`config.mk`:
```
export PLATFORM = sky130hd
export DESIGN_NAME = baud_tick_generator_flat
export DESIGN_NICKNAME = d
export VERILOG_FILES = /design/src/rtl/baud_tick_if.sv /design/src/rtl/baud_tick_generator.sv /design/src/flat_wrapper.sv
export SDC_FILE = /design/constraint.sdc
export NUM_CORES = 1
export LEC_CHECK = 0
export CAP_MARGIN = 40
export CORE_AREA = 5 5 105 107
export CTS_CLUSTER_SIZE = 28
export DETAILED_ROUTE_END_ITERATION = 7
export DIE_AREA = 0 0 110 112
export PLACE_DENSITY = 0.63
export SLEW_MARGIN = 30
export SYNTH_ARGS = -nofsm -noshare
export SYNTH_HDL_FRONTEND = slang
export SYNTH_SLANG_ARGS = --single-unit
```
`constraint.sdc`:
```
create_clock -name clk -period 10.4 [get_ports clk]
set_clock_uncertainty 0.05 [all_clocks]
set_input_delay 2.08 -clock clk [delete_from_list [all_inputs] [get_ports clk]]
set_output_delay 2.08 -clock clk [all_outputs]
set_load 0.01 [all_outputs]
```
`src/rtl/baud_tick_if.sv`:
```
// Baud tick generator bus: configuration/control inputs and tick outputs.
//
// Signals
//   enable   : counting enable; low freezes the phase
//   restart  : synchronous clear of phase (counters, accumulator)
//   load     : single-cycle request to adopt div_int/div_frac
//   div_int  : integer divisor, oversample period base = div_int+1 cycles
//   div_frac : fractional divisor numerator (units of 1/2^FRAC_BITS)
//   os_tick  : one-cycle oversample tick
//   mid_tick : one-cycle tick at the mid-bit sample point
//   bit_tick : one-cycle tick once per bit period
//   div_ack  : one-cycle pulse when a loaded divisor becomes active
//
// master = configuration side (drives controls, consumes ticks)
// slave  = the generator itself
interface baud_tick_if #(
   parameter int DIV_INT_BITS = 16,
   parameter int FRAC_BITS    = 4
);
   logic                    enable;
   logic                    restart;
   logic                    load;
   logic [DIV_INT_BITS-1:0] div_int;
   logic [FRAC_BITS-1:0]    div_frac;
   logic                    os_tick;
   logic                    mid_tick;
   logic                    bit_tick;
   logic                    div_ack;

   modport master (
      output enable, restart, load, div_int, div_frac,
      input  os_tick, mid_tick, bit_tick, div_ack
   );

   modport slave (
      input  enable, restart, load, div_int, div_frac,
      output os_tick, mid_tick, bit_tick, div_ack
   );
endinterface

```
`src/rtl/baud_tick_generator.sv`:
```
// Fractional baud tick generator.
//
// Produces an oversampling tick (os_tick), a mid-bit sample tick (mid_tick)
// and a bit-rate tick (bit_tick) from one system clock. The oversample period
// is act_int+1 cycles, stretched by one cycle whenever the fractional
// accumulator carries, so the average period is act_int+1+act_frac/2^FRAC_BITS.
// A divisor written through load is held pending and only adopted at a period
// boundary, while disabled, or on restart, so a period is never cut short or
// lengthened mid-way by a reload.
//
// Ports
//   clk   : system clock, rising edge
//   reset : asynchronous, active-low reset
//   bus   : baud_tick_if.slave (controls in, ticks and div_ack out)
//
// The interface instance must use the same DIV_INT_BITS/FRAC_BITS as this
// module.
module baud_tick_generator #(
   parameter int DIV_INT_BITS = 16,
   parameter int FRAC_BITS    = 4,
   parameter int OVERSAMPLE   = 16,
   parameter int OS_CNT_BITS  = 4
) (
   input  logic        clk,
   input  logic        reset,
   baud_tick_if.slave  bus
);

   // One extra bit so act_int = max with a stretch cycle does not wrap.
   localparam int CW = DIV_INT_BITS + 1;

   localparam logic [OS_CNT_BITS-1:0] OS_LAST = OS_CNT_BITS'(OVERSAMPLE - 1);
   localparam logic [OS_CNT_BITS-1:0] OS_MID  = OS_CNT_BITS'(OVERSAMPLE / 2 - 1);

   // Phase state
   logic [CW-1:0]           cnt;
   logic [FRAC_BITS-1:0]    acc;
   logic                    stretch;
   logic [OS_CNT_BITS-1:0]  os_cnt;

   // Divisor state
   logic [DIV_INT_BITS-1:0] act_int;
   logic [FRAC_BITS-1:0]    act_frac;
   logic [DIV_INT_BITS-1:0] pend_int;
   logic [FRAC_BITS-1:0]    pend_frac;
   logic                    pending;

   // Combinational
   logic                    run;
   logic [CW-1:0]           limit;
   logic                    period_end;
   logic [FRAC_BITS:0]      frac_sum;
   logic                    os_wrap;
   logic                    os_half;
   logic                    apply;
   logic [DIV_INT_BITS-1:0] nxt_int;
   logic [FRAC_BITS-1:0]    nxt_frac;

   always_comb begin
      run   = bus.enable & ~bus.restart;
      limit = {1'b0, act_int} + {{DIV_INT_BITS{1'b0}}, stretch};
      // >= rather than == so a divisor shrunk while disabled (cnt already
      // past the new limit) ends the period at once instead of wrapping.
      period_end = run & (cnt >= limit);
      frac_sum   = {1'b0, acc} + {1'b0, act_frac};
      os_wrap    = (os_cnt == OS_LAST);
      os_half    = (os_cnt == OS_MID);
      // A load in the same cycle as an application point bypasses the
      // pending registers and takes the live inputs.
      apply      = (bus.load | pending) & (bus.restart | ~bus.enable | period_end);
      nxt_int    = bus.load ? bus.div_int  : pend_int;
      nxt_frac   = bus.load ? bus.div_frac : pend_frac;
   end

   // Period counter, fractional accumulator and oversample counter.
   always_ff @(posedge clk or negedge reset) begin
      if (!reset) begin
         cnt     <= '0;
         acc     <= '0;
         stretch <= 1'b0;
         os_cnt  <= '0;
      end else if (bus.restart) begin
         cnt     <= '0;
         acc     <= '0;
         stretch <= 1'b0;
         os_cnt  <= '0;
      end else if (bus.enable) begin
         if (period_end) begin
            cnt            <= '0;
            {stretch, acc} <= frac_sum;   // carry lengthens the next period
            os_cnt         <= os_wrap ? '0 : os_cnt + OS_CNT_BITS'(1);
         end else begin
            cnt <= cnt + CW'(1);
         end
      end
   end

   // Registered tick outputs; all derived from period_end so no sub-tick can
   // appear without os_tick.
   always_ff @(posedge clk or negedge reset) begin
      if (!reset) begin
         bus.os_tick  <= 1'b0;
         bus.mid_tick <= 1'b0;
         bus.bit_tick <= 1'b0;
         bus.div_ack  <= 1'b0;
      end else begin
         bus.os_tick  <= period_end;
         bus.mid_tick <= period_end & os_half;
         bus.bit_tick <= period_end & os_wrap;
         bus.div_ack  <= apply;
      end
   end

   // Divisor staging: pending copy plus the active copy used by the counter.
   always_ff @(posedge clk or negedge reset) begin
      if (!reset) begin
         act_int   <= '0;
         act_frac  <= '0;
         pend_int  <= '0;
         pend_frac <= '0;
         pending   <= 1'b0;
      end else begin
         if (bus.load) begin
            pend_int  <= bus.div_int;
            pend_frac <= bus.div_frac;
         end
         if (apply) begin
            act_int  <= nxt_int;
            act_frac <= nxt_frac;
            pending  <= 1'b0;
         end else if (bus.load) begin
            pending  <= 1'b1;
         end
      end
   end

endmodule
```
`src/flat_wrapper.sv`:
```
// flat-port wrapper written by rule: the top's interface ports become plain ports
module baud_tick_generator_flat 
#(
   parameter int DIV_INT_BITS = 16,
   parameter int FRAC_BITS    = 4,
   parameter int OVERSAMPLE   = 16,
   parameter int OS_CNT_BITS  = 4
)
  (clk, reset, bus_enable, bus_restart, bus_load, bus_div_int, bus_div_frac, bus_os_tick, bus_mid_tick, bus_bit_tick, bus_div_ack);
  baud_tick_if #(.DIV_INT_BITS(DIV_INT_BITS), .FRAC_BITS(FRAC_BITS)) bus_i ();
  input  logic clk;
  input  logic reset;
  input wire logic [$bits(bus_i.enable)-1:0] bus_enable;
  input wire logic [$bits(bus_i.restart)-1:0] bus_restart;
  input wire logic [$bits(bus_i.load)-1:0] bus_load;
  input wire logic [$bits(bus_i.div_int)-1:0] bus_div_int;
  input wire logic [$bits(bus_i.div_frac)-1:0] bus_div_frac;
  output wire logic [$bits(bus_i.os_tick)-1:0] bus_os_tick;
  output wire logic [$bits(bus_i.mid_tick)-1:0] bus_mid_tick;
  output wire logic [$bits(bus_i.bit_tick)-1:0] bus_bit_tick;
  output wire logic [$bits(bus_i.div_ack)-1:0] bus_div_ack;
  assign bus_i.enable = bus_enable;
  assign bus_i.restart = bus_restart;
  assign bus_i.load = bus_load;
  assign bus_i.div_int = bus_div_int;
  assign bus_i.div_frac = bus_div_frac;
  assign bus_os_tick = bus_i.os_tick;
  assign bus_mid_tick = bus_i.mid_tick;
  assign bus_bit_tick = bus_i.bit_tick;
  assign bus_div_ack = bus_i.div_ack;
  baud_tick_generator #(.DIV_INT_BITS(DIV_INT_BITS), .FRAC_BITS(FRAC_BITS), .OVERSAMPLE(OVERSAMPLE), .OS_CNT_BITS(OS_CNT_BITS)) u_core (.clk(clk), .reset(reset), .bus(bus_i));
endmodule
```
==> results of run 1 <==
[flip-flops by register name, summed over array words and instances (netlist names)]
name and count:
u_core.acc 4, u_core.act_frac 4, u_core.act_int 16, u_core.bus.bit_tick 1
u_core.bus.div_ack 1, u_core.bus.mid_tick 1, u_core.bus.os_tick 1, u_core.cnt 17
u_core.os_cnt 4, u_core.pend_frac 4, u_core.pend_int 16, u_core.pending 1
u_core.stretch 1
[cells by family (layout without fill, tap and decap cells)]
kind of cell	count (synthesis)	count (layout)	synth area share, %
adder cells (fa/ha/maj)	26	26	8.634
XOR/XNOR	17	17	3.863
buffers and inverters	18	56	2.662
multiplexers	43	43	14.35
AND/OR/NAND/NOR	98	98	13.44
flip-flops	71	71	46.09
AO/OA/AOI/OAI	60	60	10.97
[stage by stage]
| step | utilization, % | cell area (sq um) |
|---|---|---|
| global placement | 42.23 | 4243 |
| detailed placement | 42.43 | 4263 |
| finish | 44.41 | 4462 |
| floorplan | - | 3855 |
| global route | 44.41 | 4462 |
| CTS | 44.34 | 4454 |
[worst min path at each step]
| stage | startpoint | end | slack, ns | cells past startpoint |
|---|---|---|---|---|
| after floorplan | u_core.os_cnt[3] | u_core.bus.mid_tick | 0.38 | 1 |
| after global placement | u_core.os_cnt[3] | u_core.bus.mid_tick | 0.43 | 1 |
| after detailed placement | u_core.os_cnt[3] | u_core.bus.mid_tick | 0.42 | 1 |
| after CTS | u_core.os_cnt[3] | u_core.bus.mid_tick | 0.44 | 1 |
| after global routing | u_core.pend_int[7] | u_core.pend_int[7] | 0.46 | 1 |
| final | u_core.os_cnt[3] | u_core.bus.mid_tick | 0.44 | 1 |
[area by class of cell]
| type | instances | share of cell area, % |
|---|---|---|
| clock buffers | 13 | 3.337 |
| flip-flops and latches | 71 | 39.82 |
| multi-input cells | 244 | 44.28 |
| inverters | 8 | 0.6730 |
| repair buffers | 32 | 7.123 |
| clock inverters | 3 | 0.9534 |
| well taps | 136 | 3.814 |
[layer usage]
metal | vias to the layer above | routed length [um]
li1 | 1288 | -
met1 | 1245 | 3606
met2 | 17 | 3493
met3 | 10 | 104
met4 | 0 | 158
met5 | - | 0
[worst register-to-register path: stages (launching register included)]
cell and delay (ns):
dfrtp_1 0.36, ha_1 0.21, ha_1 0.20, nand3_1 0.13, nor2_1 0.23, nand2_1 0.08, nor2_1 0.26, nand3_1 0.14
xor2_1 0.16, ha_1 0.31, nand4_2 0.14, or3_4 0.45, o211a_4 0.33, nor2_8 0.43, mux2_2 0.40
[cells in the mapped netlist, drive strengths merged (2+ instances only)]
cell type	instances	area share [%]
a211oi	2	0.39
a21o	5	0.97
a21oi	18	2.3
a31oi	2	0.49
and2	2	0.32
and3	7	1.1
buf	4	1.3
clkbuf	6	0.58
dfrtp	71	46
ha	25	8.1
inv	8	0.78
mux2	41	14
mux2i	2	0.52
nand2	25	2.4
nand3	31	4.0
nand4	5	0.97
nand4b	2	0.45
nor2	12	1.6
nor2b	4	0.65
nor3	4	0.52
o211a	2	0.71
o211ai	2	0.65
o21a	3	0.58
o21ai	11	1.4
o311ai	8	1.8
o31ai	2	0.39
or3	2	0.45
xnor2	8	1.8
xor2	9	2.0
[cell usage in the layout (no fill, tap or decap), types with 5 or more instances in the layout]
cell              n
clkdlybuf4s50_1  27
nand2_1          25
and3_1            7
nand3_1          31
dfrtp_1          71
xnor2_1           8
ha_1             25
mux2_2           21
clkbuf_8         10
inv_1             8
o21ai_0          11
a21oi_1          18
xor2_1            9
a21o_1            5
nor2_1           11
mux2_4           19
[report_power, final]
group / internal [W] / switching (W)
logic: 0.0000571 / 0.0000435
clock network: 0.000117 / 0.000100
registers: 0.000300 / 0.0000209
total: 0.000474 / 0.000165
==> impl_metrics.tcl, run 1 <==
set metrics [dict create \
    grt_max_degree 41 \
    totalWireLength_um 7362 \
    routed_via_density 5.049 \
    crit_start "bus_enable" \
    powerDensity_nw_per_um2 143.2 \
    path_clk_slew_ns 0.08 \
    peakVddDrop_mv 0.06746 \
    ctsRootBufferMaster "clkbuf_8" \
    hp-class "register to register" \
    synth_ff_type "dfrtp_1" \
    slowest_delay_ns 0.73 \
    area_delta_synth_final_pct 15.74 \
    multi_input_area_sq_um 1976 \
    place.gp.congestion 0.7867 \
    fp.dieH_um 112 \
    status "completed" \
    n_antenna_cell 0 \
    async_flop_share_pct 100.0 \
    critPathBufInv 2 \
    met1_usage_pct 18.31 \
    ys_types 48 \
    r2r_setup_slack_ns 6.41 \
    core_sq_um 10050 \
    syn-num-nets 384 \
    endpoint "u_core.act_int[9]" \
    hold_violations 0 \
    yosysWarnings 0 \
    seq_area_sq_um 1777 \
    syn_area_per_cell_sq_um 11.58 \
    r2r-start "u_core.stretch" \
    drive_gt1_share_pct 18.06 \
    instances_no_fill 507 \
    finalPower_w 0.0006389 \
    first_pass_iters 4 \
    slew_viol_final 0 \
    syn-cell-area_sq_um 3855 \
    drtIter0Drc 113 \
    tns_ns 0 \
    crit_path_end_kind "register" \
    worstPathCellList "clkdlybuf4s50_1 > inv_1 > nor3b_2 > o211a_4 > nor2_8 > mux2_4" \
    crit_fanout 21 \
    critPathLaunchType "input pin" \
    overflow 0 \
    min_period_ns 4.012 \
    dpl.cell_count 490 \
    maxCapViolations 0 \
    vias 2560 \
    clkLatencyLatePin_ns 0.35 \
    antenna_found_initial 0 \
    pre_cts_slack_ns 6.049 \
    final_nets 417 \
    grt_usage_pct 13.28 \
    synth_seq_cells 71 \
    cp.arrival_ns 4.19 \
    slowest_stage "clkdlybuf4s50_1" \
    fp.dieArea_sq_um 12320 \
    grt_first_pass_wirelength_um 12920 \
    grt_pass1_vias 2620 \
    cts_buffer_depth 2 \
    ios 29 \
    crit_type "input pin to register" \
    cts_tree "yes" \
    drc 0 \
    rr_worst_depth 14 \
    use_met2_pct 20.19 \
    numCtsBuffers 9 \
    setup_ws_ns 6.388 \
    top_usage_layer "met2" \
    fp-row-count 37 \
    cts.sinks 71 \
    wire_per_inst_um 14.52 \
    timing.rr.end "u_core.act_int[14]" \
    finalCritPeriodShare_pct 38.57 \
    dp_hpwl_um 5322 \
    htree_levels 3 \
    worst_pin_slew_ns 0.6773 \
    setup_violations 0 \
    synth_seq_area_share_pct 46.09 \
    p_leak_nw 1.930 \
    cp_top_family "buffers and inverters" \
    hold-worst-slack_ns 0.4430 \
    use_met3_pct 2.377 \
    io_buffer_count 28 \
    slew_headroom_pct 54.71 \
    fmax_ghz 0.2493 \
    rsz0062_at_grt "no" \
    fillCellCount 923 \
    synth_edf_count 0 \
    die_x_um 110 \
    ant_nets 0 \
    cp_num_cells 6 \
    syn_inst 333 \
    postCtsSetupRepairBufs 0 \
    postCtsHoldBufs 0 \
    start_util_pct 38.37 \
    crit_required_ns 10.58 \
    post_cts_resized 0 \
]
Power figures use the tool's default switching activity.
==> run 2, diff against run 1 <==
PLACE_DENSITY = 0.65   (was 0.63)
clock period = 3.5 ns   (was 10.4 ns; I/O delays follow)
==> run 2 against run 1 <==
Against the previous run: largest cell class unchanged; largest power group unchanged; clock power grew to 2.8 times the previous value; cell count increased by 2.0%; worst setup slack got worse by 6.3 ns; critical path depth is 8 higher; critical path type is now register to register; highest routed layer unchanged; core utilization up 1.7 points; first-iteration DRC count up 27%.
==> impl_metrics.tcl, run 2 (synthesis gave the netlist of run 1 again) <==
set metrics [dict create \
    wire_per_inst_um 14.77 \
    p_leak_nw 2.027 \
    ant_nets 0 \
    area_delta_synth_final_pct 20.19 \
    min_period_ns 3.371 \
    numCtsBuffers 9 \
    p_sw_share_pct 26.01 \
    finish.instance_area_sq_um 4633 \
    cts.sinks 71 \
    instances_no_fill 517 \
    cp.arrival_ns 3.56 \
    p_seq_share_pct 50.3 \
    ios 29 \
    die_x_um 110 \
    postCtsHoldBufs 0 \
    first_pass_iters 4 \
    path_clk_slew_ns 0.07 \
    setup_violations 0 \
    powerDensity_nw_per_um2 409.8 \
    drtIter0Drc 143 \
    final_common_cell "dfrtp_1" \
    antenna_found_initial 0 \
    vias 2691 \
    fp.dieH_um 112 \
    crit_fanout 8 \
    fp-row-count 37 \
    grt_pass1_vias 2688 \
    largest_reg_flops 17 \
    fmax_ghz 0.2966 \
    drc 0 \
    dpl.cell_count 501 \
    r2r-start "u_core.stretch" \
    top_regs "u_core.cnt: 17 flops, u_core.act_int: 16 flops, u_core.pend_int: 16 flops" \
    critPathLaunchType "register" \
    worst_pin_slew_ns 0.6397 \
    slew_headroom_pct 57.22 \
    finalCritPeriodShare_pct 96.32 \
    slew_viol_final 0 \
    htree_levels 3 \
    core_sq_um 10050 \
    maxCapViolations 0 \
    overflow 0 \
    hold_violations 0 \
    rsz0062_at_grt "no" \
    combPwrFrac_pct 17.2 \
    grt_max_degree 43 \
    dp_hpwl_um 5477 \
    mostFrequentLayoutCells "71 x dfrtp_1, 30 x nand3_1, 27 x clkdlybuf4s50_1, 25 x nand2_1, 23 x ha_1" \
    r2r_setup_slack_ns 0.13 \
    start_util_pct 38.37 \
    finalPower_w 0.001899 \
    cts_buffer_depth 2 \
    crit_required_ns 3.68 \
    place.gp.congestion 0.7716 \
    regMostFlops "u_core.cnt" \
    tns_ns 0 \
    io_buffer_count 28 \
    crit_type "register to register" \
    p_clk_share_pct 32.6 \
    switchingPower_w 0.0004940 \
    clkLatencyLatePin_ns 0.35 \
    rr_worst_depth 14 \
    routed_via_density 5.205 \
    postPlaceCellArea_sq_um 4358 \
    grt_first_pass_wirelength_um 13000 \
    hp-class "input pin to async pin" \
    fp.dieArea_sq_um 12320 \
    peakVddDrop_mv 0.2037 \
    grt_usage_pct 13.48 \
    ctsRootBufferMaster "clkbuf_8" \
    cts_tree "yes" \
    p_int_w 0.001405 \
    totalWireLength_um 7638 \
    final_nets 429 \
    timing.rr.end "u_core.act_int[7]" \
    status "completed" \
    n_antenna_cell 0 \
    drive_gt1_share_pct 22.57 \
    crit_path_end_kind "register" \
]
run 2: metrics by stage:
stage	utilization [%]	setup WS (ns)	hold WS, ns
after floorplan	-	0.09126	0.3544
after global placement	43.11	0.05132	0.4182
after detailed placement	43.38	-0.02705	0.4195
after CTS	45.37	0.003258	0.2968
after global routing	46.12	0.01297	0.3172
final	46.12	0.1289	0.3058
run 2: power by group through the flow:
stage          Sequential (W)  Combinational (W)  Clock, W
3_5_place_dp         0.000967           0.000313         0
2_1_floorplan        0.000949           0.000225         0
3_3_place_gp         0.000965           0.000303         0
4_1_cts              0.000952           0.000317  0.000645
6_report             0.000954           0.000326  0.000619
5_1_grt              0.000964           0.000364  0.000683
run 2: final cells by class:
type,instances,area (sq um)
flip-flops and latches,71,1777
inverters,8,30.03
clock buffers,14,182.7
fillers,940,5413
multi-input cells,244,2028
repair buffers,44,445.4
well taps,136,170.2
run 2: timing repair:
| action | 4_1_cts | 5_1_grt |
|---|---|---|
| gates cloned | 0 | 1 |
| buffers inserted | 0 | 1 |
| setup endpoints to repair | 5 | 45 |
| pin swaps | 0 | 6 |
| gates resized for setup | 3 | 11 |
run 2: how the worst max path moves through the flow:
stage                     slack (ns)            endpoint               from
final                           0.13   u_core.act_int[7]     u_core.stretch
after global routing            0.01  u_core.act_int[14]     u_core.stretch
after CTS                      0.003  u_core.act_int[14]     u_core.stretch
after detailed placement       -0.03       u_core.cnt[9]     u_core.stretch
after global placement          0.05  u_core.act_int[14]  u_core.act_int[0]
after floorplan                 0.09  u_core.act_frac[0]  u_core.act_int[0]
run 2: worst max-delay path, cell delays in order (launching register included):
cell and delay [ns]:
dfrtp_1 0.36, ha_2 0.22, nand2_1 0.06, nor2_1 0.16
and3_4 0.23, nor2b_2 0.19, nand2_1 0.08, xor2_1 0.15
ha_1 0.30, nand4_1 0.12, or3_4 0.43, o211a_4 0.27
nor2_8 0.14, clkbuf_16 0.19, mux2_4 0.30
run 2: layer usage:
layer	vias to the layer above	global-route usage [%]	routed length, um
li1	1309	-	-
met1	1336	18.08	3605
met2	37	20.19	3682
met3	9	4.232	209
met4	0	5.237	140
met5	-	0	0
==> run 3, diff against run 2 <==
ABC_AREA = 1   (was default)
CAP_MARGIN = default   (was 40)
CORE_AREA = 5 5 107 109   (was 5 5 105 107)
DIE_AREA = 0 0 112 114   (was 0 0 110 112)
PLACE_DENSITY = 0.66   (was 0.65)
SLEW_MARGIN = 0   (was 30)
==> run 3 against run 2 <==
Against the previous run: clock power rose by 18%; synthesized cell count rose by 51%; non-clock buffer count fell by 6; fmax rose by 4.0%; area after synthesis rose by 5.5%; largest cell class unchanged; sequential share of layout area fell by 1.3 points; largest power group unchanged; core utilization fell by 0.51 points; critical endpoint is now u_core.cnt[5]; die area rose by 3.6%.
==> impl_metrics.tcl, run 3 <==
set metrics [dict create \
    async_flop_share_pct 100.0 \
    dpl.cell_count 664 \
    wire_per_inst_um 12.20 \
    final_util_pct 45.61 \
    status "completed" \
    core_sq_um 10510 \
    yosysWarnings 0 \
    numCtsBuffers 9 \
    hp-class "input pin to async pin" \
    powerDensity_nw_per_um2 420.4 \
    cts.sinks 71 \
    ctsRootBufferMaster "clkbuf_8" \
    grt_usage_pct 14.07 \
    crit_start "u_core.act_int[0]" \
    fp.dieH_um 114 \
    syn_area_per_cell_sq_um 8.071 \
    final_common_cell "nand2_1" \
    ant_nets 0 \
    instances_no_fill 684 \
    fmax_ghz 0.3086 \
    drtIter0Drc 128 \
    first_pass_iters 4 \
    setup_violations 0 \
    start_util_pct 38.71 \
    clkLatencyLatePin_ns 0.34 \
    fp-row-count 38 \
    crit_required_ns 3.71 \
    maxCapViolations 0 \
    cp.arrival_ns 3.45 \
    cts_buffer_depth 2 \
    peakVddDrop_mv 0.2008 \
    place.gp.congestion 0.8752 \
    synth_top_area_share_pct 43.68 \
    combPwrFrac_pct 16.7 \
    p_int_w 0.001453 \
    ys_types 31 \
    finish.instance_area_sq_um 4792 \
    totalWireLength_um 8344 \
    path_clk_slew_ns 0.08 \
    min_period_ns 3.241 \
    syn-num-nets 555 \
    slowest_stage "dfrtp_1" \
    finalPower_w 0.002015 \
    synthTopCellsByCount "178 x nand2_1, 71 x dfrtp_1, 51 x nand3_1" \
    overflow 0 \
    p_clk_share_pct 36.4 \
    hold-worst-slack_ns 0.3126 \
    fp.dieArea_sq_um 12770 \
    die_x_um 112 \
    syn_inst 504 \
    mostFrequentLayoutCells "177 x nand2_1, 71 x dfrtp_1, 51 x nand3_1, 49 x inv_1, 27 x clkdlybuf4s50_1" \
    n_antenna_cell 0 \
    p_sw_share_pct 27.88 \
    cts_tree "yes" \
    slew_headroom_pct 58.21 \
    critPathLaunchType "register" \
    dp_hpwl_um 5920 \
    hold_violations 0 \
    yosysMostFrequentCell "nand2_1" \
    synth_seq_area_share_pct 43.68 \
    finalCritPeriodShare_pct 92.59 \
    synth_seq_cells 71 \
    p_seq_share_pct 46.9 \
    regMostFlops "u_core.cnt" \
    vias 3288 \
    htree_levels 3 \
    postCtsHoldBufs 0 \
    switchingPower_w 0.0005616 \
    slowest_delay_ns 0.36 \
    io_buffer_count 28 \
    final_nets 592 \
    grt_first_pass_wirelength_um 14970 \
    grt_pass1_vias 3289 \
    ios 29 \
    drive_gt1_share_pct 9.743 \
    area_delta_synth_final_pct 17.81 \
    crit_path_end_kind "register" \
    top_regs "u_core.cnt: 17 flops, u_core.act_int: 16 flops, u_core.pend_int: 16 flops" \
    drc 0 \
    antenna_found_initial 0 \
    worst_pin_slew_ns 0.6261 \
    slew_viol_final 0 \
    synth_edf_count 0 \
    routed_via_density 4.807 \
    crit_fanout 14 \
    synth_ff_type "dfrtp_1" \
    syn-cell-area_sq_um 4068 \
    synthTopCellsByArea "dfrtp_1 44%, nand2_1 16%, ha_1 7.7%" \
    grt_max_degree 72 \
    p_leak_nw 2.449 \
    synth_top_area_cell "dfrtp_1" \
    postPlaceCellArea_sq_um 4481 \
    worstPathCellList "ha_1 > ha_1 > nand3_1 > nor3_4 > nand3_1 > nor2_2 > nand4_1 > ha_1 > nand2_1 > inv_1 > nand2_1 > nor2_1 > nand2_1 > nand2_2 > nor2_4 > nand3_4 > buf_4 > o21ai_0" \
    largest_reg_flops 17 \
    r2r-start "u_core.act_int[0]" \
    crit_type "register to register" \
]
[run 3: kinds of logic after synthesis]
group / count (synthesis) / synth area share (%)
buffers and inverters: 65 / 7.044
adder cells (fa/ha/maj): 26 / 8.182
XOR/XNOR: 27 / 5.814
flip-flops: 71 / 43.68
AO/OA/AOI/OAI: 25 / 3.660
AND/OR/NAND/NOR: 290 / 31.62
[run 3: timing repair]
| item | in CTS | in global routing |
|---|---|---|
| buffers inserted | 0 | 4 |
| endpoints found under the setup margin | 0 | 35 |
| resized for setup | 0 | 6 |
[run 3: per-stage QoR]
| step | setup TNS, ns | worst slack [ns] |
|---|---|---|
| floorplan | 0 | 0.7328 |
| global route | -1.434 | -0.09067 |
| finish | 0 | 0.2594 |
| global placement | 0 | 0.3269 |
| CTS | 0 | 0.1375 |
| detailed placement | 0 | 0.1875 |
[run 3: worst paths after layout]
kind	to	slack, ns	cells after the start
setup reg to reg	u_core.cnt[5]	0.26	18
min in group clk	u_core.pend_int[14]	0.42	2
hold / removal	u_core.bus.mid_tick	0.31	2
max in group asynchronous	u_core.act_int[5]	2.77	2
setup / recovery	u_core.cnt[5]	0.26	18
hold reg to reg	u_core.pend_int[14]	0.42	2
[run 3: worst max-delay path: cells and delay by family (launching register included)]
| kind | cells | cell delay, ns |
|---|---|---|
| simple gates | 12 | 1.57 |
| flops | 1 | 0.36 |
| buf+inv | 2 | 0.31 |
| fa+ha+maj | 3 | 0.72 |
| compound gates | 1 | 0.15 |
[run 3: cell type report]
cell class,instances,area [sq um]
Sequential cell,71,1777
Timing Repair Buffer,38,375.4
Fill cell,1010,5715
Inverter,51,191.4
Multi-Input combinational cell,370,2054
Clock inverter,3,67.56
Clock buffer,11,151.4
Tap cell,140,175.2
[run 3: power groups by stage]
stage	sequential, W	clock (W)	combinational, W
2_1_floorplan	0.000946	0	0.000231
3_3_place_gp	0.000958	0	0.000319
3_5_place_dp	0.000960	0	0.000328
4_1_cts	0.000944	0.000751	0.000330
5_1_grt	0.000956	0.000790	0.000397
6_report	0.000945	0.000733	0.000337
[run 3: metal layers]
layer	global-route usage, %	wire (um)	share of wire, %
met5	0	0	0
met4	5.449	246	2.9
met1	19.31	4148	50
met2	21.74	3689	44
met3	3.183	259	3.1
